## src/rtl/water_led.sv

```systemverilog
// water_led: eight-LED active-low running light advanced by a free-running prescaler
module water_led #(
  parameter logic [26:0] CNT_MAX = 27'd24_999_999
) (
  input  logic       sys_clk,
  input  logic       sys_rst_n,
  output logic [7:0] led_out
);
  logic [26:0] cnt;
  logic        step;
  logic [7:0]  lit;
  logic        one_cold;
  // step fires on the terminal count; one_cold guards against a corrupted pattern
  always_comb begin
    step = cnt == CNT_MAX;
    lit = ~led_out;
    one_cold = (lit != 8'd0) && ((lit & (lit - 8'd1)) == 8'd0);
  end
  // prescaler wraps to zero at the terminal count
  always_ff @(posedge sys_clk)
    cnt <= (!sys_rst_n || step) ? 27'd0 : cnt + 27'd1;
  // rotate the single dark-driving zero toward the MSB, recovering to LED0 if not one-cold
  always_ff @(posedge sys_clk)
    led_out <= !sys_rst_n ? 8'hFE : !step ? led_out : one_cold ? {led_out[6:0], led_out[7]} : 8'hFE;
endmodule

```

## config.mk

```make
export PLATFORM = sky130hd
export DESIGN_NAME = water_led
export DESIGN_NICKNAME = d
export VERILOG_FILES = /design/src/rtl/water_led.sv
export SDC_FILE = /design/constraint.sdc
export NUM_CORES = 1
export LEC_CHECK = 0
export CORE_ASPECT_RATIO = 2
export CORE_MARGIN = 2
export CORE_UTILIZATION = 55
export DETAILED_ROUTE_END_ITERATION = 10
export PLACE_DENSITY = 0.74
export SYNTH_ARGS = -nofsm -noshare
export SYNTH_HDL_FRONTEND = slang
export SYNTH_SLANG_ARGS = --single-unit
```

## constraint.sdc

```tcl
create_clock -name sys_clk -period 4.5 [get_ports sys_clk]
set_input_delay 0.45 -clock sys_clk [delete_from_list [all_inputs] [get_ports sys_clk]]
set_output_delay 0.45 -clock sys_clk [all_outputs]
set_load 0.03 [all_outputs]
```

==> run metrics <==
total grt overflow=0; routed wire length=3.99 mm; Initial Utilization=0.565; Net Sw Frac=0.212; Num CTS Buffers=5; initial antenna violation count=0; Ports=10; commonest non-fill, non-tap cell in the layout=dfxtp_1; syn_nets=202; P_leak=0.668 nW; Slew Viols, Final=0; post-cts resize count=0; Max-cap violations=0; global-route wire length before repair=6.89 mm; drt pass-1 iters=4; CP required=4.62 ns; Avg Inst Size Synth=8.87 um2; Slew HR=0.281; Setup Skew=0.00665 ns; Critical Path Source=cnt[2]; setup TNS=0 ns; Via Count=1618; final setup fails=0; Flop pwr share=0.567; Cell Int Power=0.436 mW; drt drc=0; die height=84.1 um; status=completed; final hold violation count=0; switching power=0.118 mW; Reg2Reg Depth=4; Final period util=0.545; clock transition at the registers of the reported paths=0.07 ns; HP Class=reg2reg; Final Critical Period=2.45 ns; asr flop ratio synth=0; CORE AREA=3120 um2; Critical Path AT=2.58 ns; register bit total from synthesis=35; Final Instance Count excl. Fillers=237; clk_lat worst skew=0.29 ns; FF-to-FF End=cnt[6]; measured slew at the worst slew-check pin=1.08 ns; layout cells sized above 1=0.0631; PortBufs=9; reg2reg setup slack=2.05 ns; gpl congestion=0.804; Iter 0 DRT Violations=38; synth warn=0; Avg WL per Cell=16.8 um; area of the die=3700 um2; placed wire-length estimate=2.96 mm; fillers=276; CP Class=reg2reg; Post-Syn Area=1760 um2; Post-synth EDFFs=0; via density per instance=6.83; most frequent cells in the layout=dfxtp_1 (35), nor2_1 (16), a21oi_1 (15); count of different cell masters after synthesis=40; Layout area overhead=9.57%; GRT Overall Usage=0.240; TritonCTS clock tree=done; crit-path max FO=26; nets@finish=209; root buffer cell=clkbuf_8; DIE WIDTH=44.0 um; Hold-fix buffers, CTS=0; CP endpoint kind=flip-flop; post-synthesis sequential area ratio=0.397; R2R Path Start=cnt[2]; Site Rows=29; DP Cell Count=230; achievable frequency=408 MHz; RSZ-0062 raised after global routing=no; VDD IR-drop max=0.288 mV; end point of the critical path=cnt[6]; Clk pwr share=0.408; cells after synthesis=199; Synth Flop Type=dfxtp_1; Setup Buffers After CTS=0; # diodes=0; PD cells=286 nW/um2; Comb power frac=0.025; largest net degree at the start of global routing=27; CTS H-Tree Depth=2; Critical Path Source Type=flip-flop; CTS sink cnt=35; CTS Buffer Depth=2; Post-DRT Antenna Nets=0; vias in the first global route=1612
Yosys cell counts, drive strengths merged (2+ instances only):
cell     instances  area, um2
and4b            2       20.0
and3             3       18.8
xnor2            3       26.3
o31ai           11       82.6
a21oi           15       75.1
a32oi            4       35.0
mux2i            3       30.0
dfxtp           35        701
nand4           13        118
o21ai            5       28.8
or2              2       12.5
and2             3       18.8
a2111oi          2       17.5
nand3           11       55.1
or3              4       25.0
clkbuf           3       11.3
buf              6       36.3
nand2           11       43.8
and4             4       35.0
nor4             5       31.3
or4             11       82.6
xor2             8       70.1
nor3             3       15.0
inv              6       22.5
nor2            16       60.1
flip-flops by register name (all words and copies together), names as in the netlist:
signal and count:
led_out 8, cnt 27
area by class of cell:
class	count	area (um2)	area share
Inverter	6	22.5	0.0117
Clock inverter	1	5.00	0.00259
Sequential cell	35	701	0.362
Tap cell	31	38.8	0.0201
Clock buffer	6	82.6	0.0427
Timing Repair Buffer	9	90.1	0.0466
Multi-Input combinational cell	149	993	0.514
power by group through the flow:
stage	Sequential [mW]	Combinational, mW	Clock, mW
after CTS	0.314	0.0137	0.231
after detailed placement	0.321	0.0137	0
final	0.314	0.0137	0.226
after floorplan	0.320	0.0110	0
after global placement	0.320	0.0129	0
after global routing	0.314	0.0152	0.241
cell families after synthesis:
logic type,Yosys count,share of synthesized area
and+or+nand+nor,92,0.323
AOI/OAI and AO/OA,41,0.156
DFF,35,0.397
buffers and inverters,15,0.0397
xor gates and xnor gates,11,0.0546
muxes,3,0.0170
adders and majority gates,2,0.0128
layer usage:
layer / share of wire / track usage / vias up
met4: 0.046 / 0.168 / 0
met3: 0.030 / 0.0433 / 16
met2: 0.55 / 0.413 / 50
met1: 0.37 / 0.243 / 778
li1: - / - / 774
met5: 0 / 0 / -
through the flow:
stage	worst slack, ns	hold slack (ns)	cell area, um2	utilization	total power, mW
finish	2.05	0.447	1930	0.619	0.553
global route	1.82	0.480	1930	0.619	0.570
CTS	2.05	0.448	1930	0.619	0.559
detailed placement	2.10	0.434	1850	0.591	0.334
global placement	2.26	0.421	1850	0.591	0.333
floorplan	2.68	0.413	1760	-	0.331
worst min-delay path by stage:
stage	depth (start not counted)	to	from	slack, ns
final	1	cnt[0]	cnt[0]	0.45
after global routing	1	cnt[0]	cnt[0]	0.48
after CTS	1	cnt[0]	cnt[0]	0.45
after detailed placement	1	cnt[0]	cnt[0]	0.43
after global placement	1	cnt[0]	cnt[0]	0.42
after floorplan	1	cnt[0]	cnt[0]	0.41
critical path: stages, from the launching register on:
cell     delay, ns
dfxtp_1       0.41
and4_1        0.50
nand4_4       0.31
o21ai_2       0.93
nor2_1        0.14
(Power assumes the default switching activity.)
